File: src/rtl/saw_osc_gen.sv
// Sawtooth oscillator core: turns a cycles-per-step period word into a signed sawtooth
// sample stream, latching new periods only at the waveform wrap so note changes stay glitch-free.
module saw_osc_gen #(
    parameter int NBIT_PER = 16,
    parameter int NBIT_OUT = 8
) (
    input  logic                clk,
    input  logic                rst,
    input  logic                en,
    input  logic                gate,
    input  logic [NBIT_PER-1:0] period,
    output logic [NBIT_OUT-1:0] saw_out,
    output logic                step_strobe,
    output logic                active
);

    typedef enum logic [0:0] {
        ST_MUTE = 1'b0,
        ST_RUN  = 1'b1
    } state_t;

    localparam logic [NBIT_PER-1:0] PER_ZERO = {NBIT_PER{1'b0}};
    localparam logic [NBIT_PER-1:0] PER_ONE  = {{(NBIT_PER-1){1'b0}}, 1'b1};
    localparam logic [NBIT_OUT-1:0] PH_ZERO  = {NBIT_OUT{1'b0}};
    localparam logic [NBIT_OUT-1:0] PH_ONE   = {{(NBIT_OUT-1){1'b0}}, 1'b1};

    // Offset-binary phase to two's-complement sample: flip the MSB.
    function automatic logic [NBIT_OUT-1:0] map_sample(input logic [NBIT_OUT-1:0] ph);
        return {~ph[NBIT_OUT-1], ph[NBIT_OUT-2:0]};
    endfunction

    state_t              state_r,    state_nxt_s;
    logic [NBIT_PER-1:0] per_act_r,  per_act_nxt_s;
    logic [NBIT_PER-1:0] per_cnt_r,  per_cnt_nxt_s;
    logic [NBIT_OUT-1:0] phase_r,    phase_nxt_s;
    logic [NBIT_OUT-1:0] saw_out_r,  saw_out_nxt_s;
    logic                strobe_r,   strobe_nxt_s;
    logic                active_r,   active_nxt_s;

    logic [NBIT_PER-1:0] per_last_s;
    logic [NBIT_OUT-1:0] phase_inc_s;
    logic                wrap_s;
    logic                period_ok_s;

    assign per_last_s  = per_act_r - PER_ONE;
    assign phase_inc_s = phase_r + PH_ONE;
    assign wrap_s      = &phase_r;
    assign period_ok_s = (period != PER_ZERO);

    // Next-state and next-output decode for one enabled clock.
    always_comb begin
        state_nxt_s   = state_r;
        per_act_nxt_s = per_act_r;
        per_cnt_nxt_s = per_cnt_r;
        phase_nxt_s   = phase_r;
        saw_out_nxt_s = saw_out_r;
        strobe_nxt_s  = 1'b0;
        active_nxt_s  = active_r;

        case (state_r)
            ST_MUTE: begin
                saw_out_nxt_s = PH_ZERO;
                active_nxt_s  = 1'b0;
                if (gate && period_ok_s) begin
                    state_nxt_s   = ST_RUN;
                    per_act_nxt_s = period;
                    per_cnt_nxt_s = PER_ZERO;
                    phase_nxt_s   = PH_ZERO;
                    saw_out_nxt_s = map_sample(PH_ZERO);
                    active_nxt_s  = 1'b1;
                end else begin
                    state_nxt_s   = ST_MUTE;
                end
            end
            ST_RUN: begin
                if (!gate) begin
                    state_nxt_s   = ST_MUTE;
                    per_cnt_nxt_s = PER_ZERO;
                    phase_nxt_s   = PH_ZERO;
                    saw_out_nxt_s = PH_ZERO;
                    active_nxt_s  = 1'b0;
                end else if (per_cnt_r != per_last_s) begin
                    per_cnt_nxt_s = per_cnt_r + PER_ONE;
                end else if (wrap_s && !period_ok_s) begin
                    // Invalid note reached the wrap: mute instead of stepping.
                    state_nxt_s   = ST_MUTE;
                    per_cnt_nxt_s = PER_ZERO;
                    phase_nxt_s   = PH_ZERO;
                    saw_out_nxt_s = PH_ZERO;
                    active_nxt_s  = 1'b0;
                end else begin
                    per_cnt_nxt_s = PER_ZERO;
                    phase_nxt_s   = phase_inc_s;
                    saw_out_nxt_s = map_sample(phase_inc_s);
                    strobe_nxt_s  = 1'b1;
                    if (wrap_s) begin
                        per_act_nxt_s = period;
                    end else begin
                        per_act_nxt_s = per_act_r;
                    end
                end
            end
            default: begin
                state_nxt_s   = ST_MUTE;
                per_act_nxt_s = PER_ZERO;
                per_cnt_nxt_s = PER_ZERO;
                phase_nxt_s   = PH_ZERO;
                saw_out_nxt_s = PH_ZERO;
                active_nxt_s  = 1'b0;
            end
        endcase
    end

    // State and output registers; a low enable freezes everything but kills the strobe.
    always_ff @(posedge clk or posedge rst) begin
        if (rst) begin
            state_r   <= ST_MUTE;
            per_act_r <= PER_ZERO;
            per_cnt_r <= PER_ZERO;
            phase_r   <= PH_ZERO;
            saw_out_r <= PH_ZERO;
            strobe_r  <= 1'b0;
            active_r  <= 1'b0;
        end else if (en) begin
            state_r   <= state_nxt_s;
            per_act_r <= per_act_nxt_s;
            per_cnt_r <= per_cnt_nxt_s;
            phase_r   <= phase_nxt_s;
            saw_out_r <= saw_out_nxt_s;
            strobe_r  <= strobe_nxt_s;
            active_r  <= active_nxt_s;
        end else begin
            strobe_r  <= 1'b0;
        end
    end

    assign saw_out     = saw_out_r;
    assign step_strobe = strobe_r;
    assign active      = active_r;

endmodule

File: config.mk
export PLATFORM = sky130hd
export DESIGN_NAME = saw_osc_gen
export DESIGN_NICKNAME = d
export VERILOG_FILES = /design/src/rtl/saw_osc_gen.sv
export SDC_FILE = /design/constraint.sdc
export NUM_CORES = 1
export LEC_CHECK = 0
export CORE_MARGIN = 2
export CORE_UTILIZATION = 65
export CTS_BUF_LIST = sky130_fd_sc_hd__clkbuf_8
export DETAILED_ROUTE_END_ITERATION = 10
export DONT_BUFFER_PORTS = 1
export PLACE_DENSITY = 0.81
export SKIP_LAST_GASP = 1
export SYNTH_ARGS = -nofsm -noshare
export SYNTH_HDL_FRONTEND = slang
export SYNTH_SLANG_ARGS = --single-unit
File: constraint.sdc
create_clock -name clk -period 4.6 [get_ports clk]
set_clock_uncertainty 0.05 [all_clocks]
set_input_delay 0.92 -clock clk [delete_from_list [all_inputs] [get_ports clk]]
set_output_delay 0.92 -clock clk [all_outputs]
set_load 0.02 [all_outputs]
Yosys cells after proc, flatten, opt, wreduce, memory -nomap -nowiden
Index checks and enable logic that the tools add are counted.
{"block": "totals", "register_bits": 51, "out_inout_bits": 10, "in_bits": 20}
{"block": "op_classes", "n_reduce_logical": 10, "n_mux": 33, "n_bitwise": 2, "add_sub_neg": 3, "eq_ne": 8}
{"cell": "2-to-1 mux 16 bit", "n": 8}
{"cell": "2-to-1 mux 8 bit", "n": 8}
{"cell": "one-hot mux 16 bit (2 select lines)", "n": 2}
{"cell": "one-hot mux 8 bit (2 select lines)", "n": 2}
{"cell": "adder 16 x 1 -> 16 bit, second input constant", "n": 1}
{"cell": "!= test 16 bit", "n": 1}
{"cell": "nonzero test 16 bit", "n": 1}
{"cell": "subtractor 16 x 1 -> 16 bit, second input constant", "n": 1}
{"cell": "2-to-1 mux 1 bit", "n": 11}
{"cell": "adder 8 x 1 -> 8 bit, second input constant", "n": 1}
{"cell": "!= test 2 bit, second input constant", "n": 4}
{"cell": "AND reduction 8 bit", "n": 1}
{"cell": "AND reduction 3 bit", "n": 2}
{"cell": "AND reduction 6 bit", "n": 1}
{"cell": "one-hot mux 1 bit (2 select lines)", "n": 2}
{"cell": "AND reduction 2 bit", "n": 2}
{"cell": "!= test 3 x 2 -> 1 bit, second input constant", "n": 1}
{"cell": "!= test 3 bit, second input constant", "n": 1}
{"cell": "logical AND 1 bit", "n": 2}
{"cell": "!= test 2 x 1 -> 1 bit, second input constant", "n": 1}
{"cell": "NOT 1 bit", "n": 2}
{"cell": "zero test 1 bit", "n": 1}

Longest topological paths before layout
{"block": "logic_depth", "ltp_word": 8, "ltp_mapped": 11}

Least setup slack after synthesis
No wires, ideal clock.
{"block": "synth_timing", "path_kind": "register to register", "startpoint": "register per_act_r[4]", "endpoint": "register per_act_r[0]", "n_path_buf": 3, "arrival_ns": 3.040, "path_stages_with_launch": 11, "setup_ns": 0.125, "slack_ns": 1.385, "t_required_ns": 4.425, "cell_sequence": "dfrtp_1 buf_6 or4_4 nor4_1 a21oi_1 or4_1 or2_1 o31a_1 buf_6 buf_12 mux2_4"}
{"block": "synth_between", "elab_chain_cells": 4}
{"element": "from (decl)", "line_no": "33", "rtl": "logic [NBIT_PER-1:0] per_act_r, per_act_nxt_s;"}
{"element": "from (signal assigned)", "line_no": "126", "rtl": "per_act_r <= per_act_nxt_s;"}
{"element": "subtractor 16 x 1 -> 16 bit", "line_no": "45", "rtl": "assign per_last_s = per_act_r - PER_ONE;"}
{"element": "!= test 16 bit", "line_no": "82", "rtl": "end else if (per_cnt_r != per_last_s) begin"}
{"element": "!= test 2 bit (no source line)"}
{"element": "AND reduction 6 bit (no source line)"}
Every way passes these cells.
A chain may end at the register's enable or synchronous reset.

Worst setup path in the final report
{"block": "layout_timing", "startpoint": "register per_act_r[0]", "endpoint": "register per_act_r[11]"}
The elaborated chain is that of the path after synthesis.

==> results <==
- Once detailed placement completed, the half-perimeter wirelength came to 4690 um.
- Along the worst hold path, the cell count comes to 1.
- The proportion of layout cells with a drive suffix above 1 is between 10% and 20%.
- The area of the die is 5320 um2.
- Of all nets on the critical path, the largest fanout is 16.
- The utilization after layout is 67.8%.
- Once detail routing completed, the nets flagged for antenna violations numbered 0.
- The first detailed-routing pass took 4 iterations.
- The detailed-route vias per instance is 6.36.
- The completed layout was analyzed and its total power is 1.30 mW.
- The total negative slack is 0 ps.
- Measured along the y axis, the die boundary spans 72.9 um.
- By startpoint and endpoint, the worst setup path is classified as reg2reg.
- The repair_antennas step left the layout with diodes totalling 0.
- After clock tree synthesis, the setup repair step added 0 buffers.
- For this run, the number of Yosys warnings is 0.
- Buffers inserted to repair hold after CTS numbered 0.
- In this run the count of I/O pins placed on the die edge is 30.
- STA puts the critical path data required time at between 4000 and 5000 ps.
- Entering global routing, the biggest net connects 52 pins.
- For the pin with the worst max-slew slack, the measured transition is 1040 ps.
- The flip-flop and latch count after synthesis is 51.
- The placeable core region is 4660 um2.
- The commonest register cell after synthesis is sky130_fd_sc_hd__dfrtp_1.
- After the first detailed-routing iteration, the DRC count stood at 148.
- In this run, post-CTS repair resized a total of 0 instances.
- The first global-routing pass estimated 10500 um of wire.
- The average instance in the mapped netlist occupies between 10 and 15 um2.
- The routing usage on met1 is 34.3%.
- The clock tree from TritonCTS is built.
- The clock passes through at most 2 buffers.
- The filler cell count in the final layout is 364.
- After synthesis, the share of flip-flops with an asynchronous set or reset is 100%.
- Based on the critical path, the design can be clocked at up to 272 MHz.
- The H-tree generated during clock tree synthesis spans 2 levels.
- The most used routing layer in global routing is met2.
- The buffer and inverter count on the worst path is 1.
- Once the floorplan was initialized, standard cells occupied between 60% and 70% of the core.
- The final number of hold-violating endpoints is 0.
- Summing every instance area after synthesis gives ~3100 um2.
- In this run the power density over the cells is 411 nW/um2.
- The initial antenna violation count was 0.
- The smallest hold slack is 508 ps.
- In this run the number of cells on the critical path is 9.
- The slowest library cell on the worst path is sky130_fd_sc_hd__o31a_1.
- The cell family contributing the most delay on the critical path is simple AND/OR/NAND/NOR gates.
- The register area share after synthesis is about two fifths.
- Routability-driven placement finished with a final weighted congestion of 0.890.
- The insertion delay to the later sink of the worst-skew pair is 310 ps.
- After floorplanning, the core was divided into 25 placement rows.
- The worst setup path is captured at a flop.
- The number of flops mapped to enable cells by yosys is 0.
- Global routing finished with a remaining overflow of 0.
- In this design, the stage delay of the slowest critical-path cell is 610 ps.
- Buffers inserted during clock tree synthesis total 5.
- The leakage power total is between 1 and 1.5 nW.
- STA classifies the critical path startpoint as a flop.
- The count of maximum capacitance violations is 0.
- The max-slew headroom at the worst pin is 30.6%.
- The number of pins with negative max-slew slack in the final report came to 0.
- Setup violations remaining at the end of the flow were counted as 0.
- The post-route fraction of the period consumed by the critical path is 79.9%.
- The post-synthesis cell type count is 64.
- Setup repair after global routing left no endpoint under its margin.
- The type of the tightest min-delay check is reg2reg.
- At the placement stage, the worst setup path has a slack of roughly 1000 ps.
- Synthesis produced a netlist whose cell count is 300.
- IR analysis of the VDD net gives a maximum drop of ~0.00026 V.
- The met2 usage is 41.7%.
- Walking the worst path, the cells encountered are inv_1, ha_1, or3b_2, nor4_2, xnor2_1, or4_1, or2_1, o31a_1, mux2_4.
- The number of cells on the worst reg-to-reg path is 9.
- The detail-routed net length per standard cell is around 18 um.
- The die is ~73 um wide.
- The data arrival time of the worst path is 3820 ps.
- When the netlist entered floorplanning its net count stood at 323.
- The count of clock tree sinks is 51.
- Global routing used 25.5% of the available tracks across all layers.
- After detailed routing, the number of remaining DRC violations is 0.
- The fraction of met3 tracks used by global routing is 5.39%.
- The least setup slack across all paths after layout is 925 ps.
- The final route contains 2218 vias.
- The number of nets in the layout is 317.
- The area added between synthesis and finish is 2.43%.
- After clock tree synthesis, the clock-pin slew on the worst setup and hold paths is 100 ps.
- The run finished with clean final reports.
- The via count of the first global-routing pass is 2162.
- Port buffering added 0 buffers.
- The tree is rooted in a sky130_fd_sc_hd__clkbuf_8.
- The post-layout minimum cycle time is approximately 3700 ps.
- The aggregate routed wire length is 6400 um.
-- Yosys cell counts (2+ instances only) --
cell | n | area, um2
sky130_fd_sc_hd__xnor2_1 | 15 | 131
sky130_fd_sc_hd__buf_6 | 3 | 33.8
sky130_fd_sc_hd__nand2b_1 | 3 | 18.8
sky130_fd_sc_hd__a221o_1 | 3 | 30.0
sky130_fd_sc_hd__a22o_1 | 4 | 35.0
sky130_fd_sc_hd__or2_2 | 2 | 12.5
sky130_fd_sc_hd__nor4_1 | 11 | 68.8
sky130_fd_sc_hd__mux2_4 | 10 | 150
sky130_fd_sc_hd__nor3_1 | 12 | 60.1
sky130_fd_sc_hd__nand2_1 | 14 | 52.6
sky130_fd_sc_hd__o21ai_1 | 3 | 15.0
sky130_fd_sc_hd__ha_1 | 3 | 37.5
sky130_fd_sc_hd__a21oi_1 | 19 | 95.1
sky130_fd_sc_hd__nand4b_1 | 2 | 17.5
sky130_fd_sc_hd__clkbuf_1 | 6 | 22.5
sky130_fd_sc_hd__nor3b_1 | 2 | 15.0
sky130_fd_sc_hd__o2bb2ai_1 | 2 | 17.5
sky130_fd_sc_hd__nand3_1 | 15 | 75.1
sky130_fd_sc_hd__o21ai_0 | 3 | 15.0
sky130_fd_sc_hd__mux2_2 | 13 | 146
sky130_fd_sc_hd__or4_4 | 2 | 22.5
sky130_fd_sc_hd__inv_1 | 8 | 30.0
sky130_fd_sc_hd__a21o_1 | 3 | 22.5
sky130_fd_sc_hd__xor2_1 | 23 | 201
sky130_fd_sc_hd__a31oi_1 | 2 | 12.5
sky130_fd_sc_hd__nand4_1 | 7 | 43.8
sky130_fd_sc_hd__buf_2 | 2 | 10.0
sky130_fd_sc_hd__and3_1 | 9 | 56.3
sky130_fd_sc_hd__nor2_1 | 14 | 52.6
sky130_fd_sc_hd__dfrtp_1 | 51 | 1280
-- power breakdown --
group          switching, mW  internal, mW
clock                  0.162         0.113
sequential             0.137         0.519
combinational          0.174         0.195
total                  0.472         0.827
-- area by class of cell --
cell class	instances	area (um2)	area share, %
Clock inverter	3	28.8	0.910
Clock buffer	5	68.8	2.18
Tap cell	54	67.6	2.14
Multi-Input combinational cell	227	1680	53.2
Inverter	8	30.0	0.950
Sequential cell	51	1280	40.4
Timing Repair Buffer	1	7.51	0.237
-- worst register-to-register path, stage by stage, from the launching register on --
cell                      delay [ps]
sky130_fd_sc_hd__dfrtp_1         470
sky130_fd_sc_hd__inv_1            90
sky130_fd_sc_hd__ha_1            290
sky130_fd_sc_hd__or3b_2          530
sky130_fd_sc_hd__nor4_2          190
sky130_fd_sc_hd__xnor2_1         130
sky130_fd_sc_hd__or4_1           510
sky130_fd_sc_hd__or2_1           270
sky130_fd_sc_hd__o31a_1          610
sky130_fd_sc_hd__mux2_4          420
-- sequential cells by signal (all words and copies together) (netlist names) --
signal and count:
phase_r 8, per_cnt_r 16, state_r 1, saw_out 8, per_act_r 16, step_strobe 1, active 1
-- worst paths after layout --
check                                         startpoint                   endpoint  slack, ps
worst max register to register  per_act_r[0]$_DFFE_PP0P_  per_act_r[11]$_DFFE_PP0P_        930
worst max-delay path            per_act_r[0]$_DFFE_PP0P_  per_act_r[11]$_DFFE_PP0P_        930
worst min register to register    phase_r[1]$_DFFE_PP0P_     phase_r[1]$_DFFE_PP0P_        510
max in group asynchronous                            rst   per_cnt_r[0]$_DFFE_PP0P_       3190
worst min-delay path              phase_r[1]$_DFFE_PP0P_     phase_r[1]$_DFFE_PP0P_        510
min in group asynchronous                            rst     saw_out[2]$_DFFE_PP0P_        670
-- layer usage --
| layer | part of all wire (%) | wire [um] | vias to the layer above |
|---|---|---|---|
| met5 | 0 | 0 | - |
| met4 | 1.4 | 91 | 0 |
| met3 | 4.2 | 267 | 9 |
| met2 | 48 | 3060 | 49 |
| met1 | 47 | 2980 | 1066 |
| li1 | - | - | 1094 |
-- cells in the final DEF, fill, tap and decap left out, types with 9 or more instances in the layout --
| cell type | count |
|---|---|
| sky130_fd_sc_hd__nor3_1 | 12 |
| sky130_fd_sc_hd__a21oi_1 | 19 |
| sky130_fd_sc_hd__mux2_4 | 10 |
| sky130_fd_sc_hd__xor2_1 | 23 |
| sky130_fd_sc_hd__nor2_1 | 14 |
| sky130_fd_sc_hd__nand3_1 | 15 |
| sky130_fd_sc_hd__mux2_2 | 13 |
| sky130_fd_sc_hd__nor4_1 | 11 |
| sky130_fd_sc_hd__dfrtp_1 | 51 |
| sky130_fd_sc_hd__and3_1 | 9 |
| sky130_fd_sc_hd__nand2_1 | 14 |
| sky130_fd_sc_hd__xnor2_1 | 15 |
-- cell families after synthesis --
| logic type | synth area share [%] |
|---|---|
| AND/OR/NAND/NOR | 20.3 |
| AO/OA/AOI/OAI | 12.3 |
| flip-flops | 41.3 |
| XOR/XNOR | 10.8 |
| multiplexers | 9.93 |
| buffers and inverters | 4.13 |
| adder cells (fa/ha/maj) | 1.22 |
-- stage by stage --
step | cell area [um2] | instances
finish | 3160 | 349
CTS | 3160 | 349
floorplan | 3090 | 300
global route | 3160 | 349
global placement | 3060 | 341
detailed placement | 3060 | 341
(Power assumes the default switching activity.)
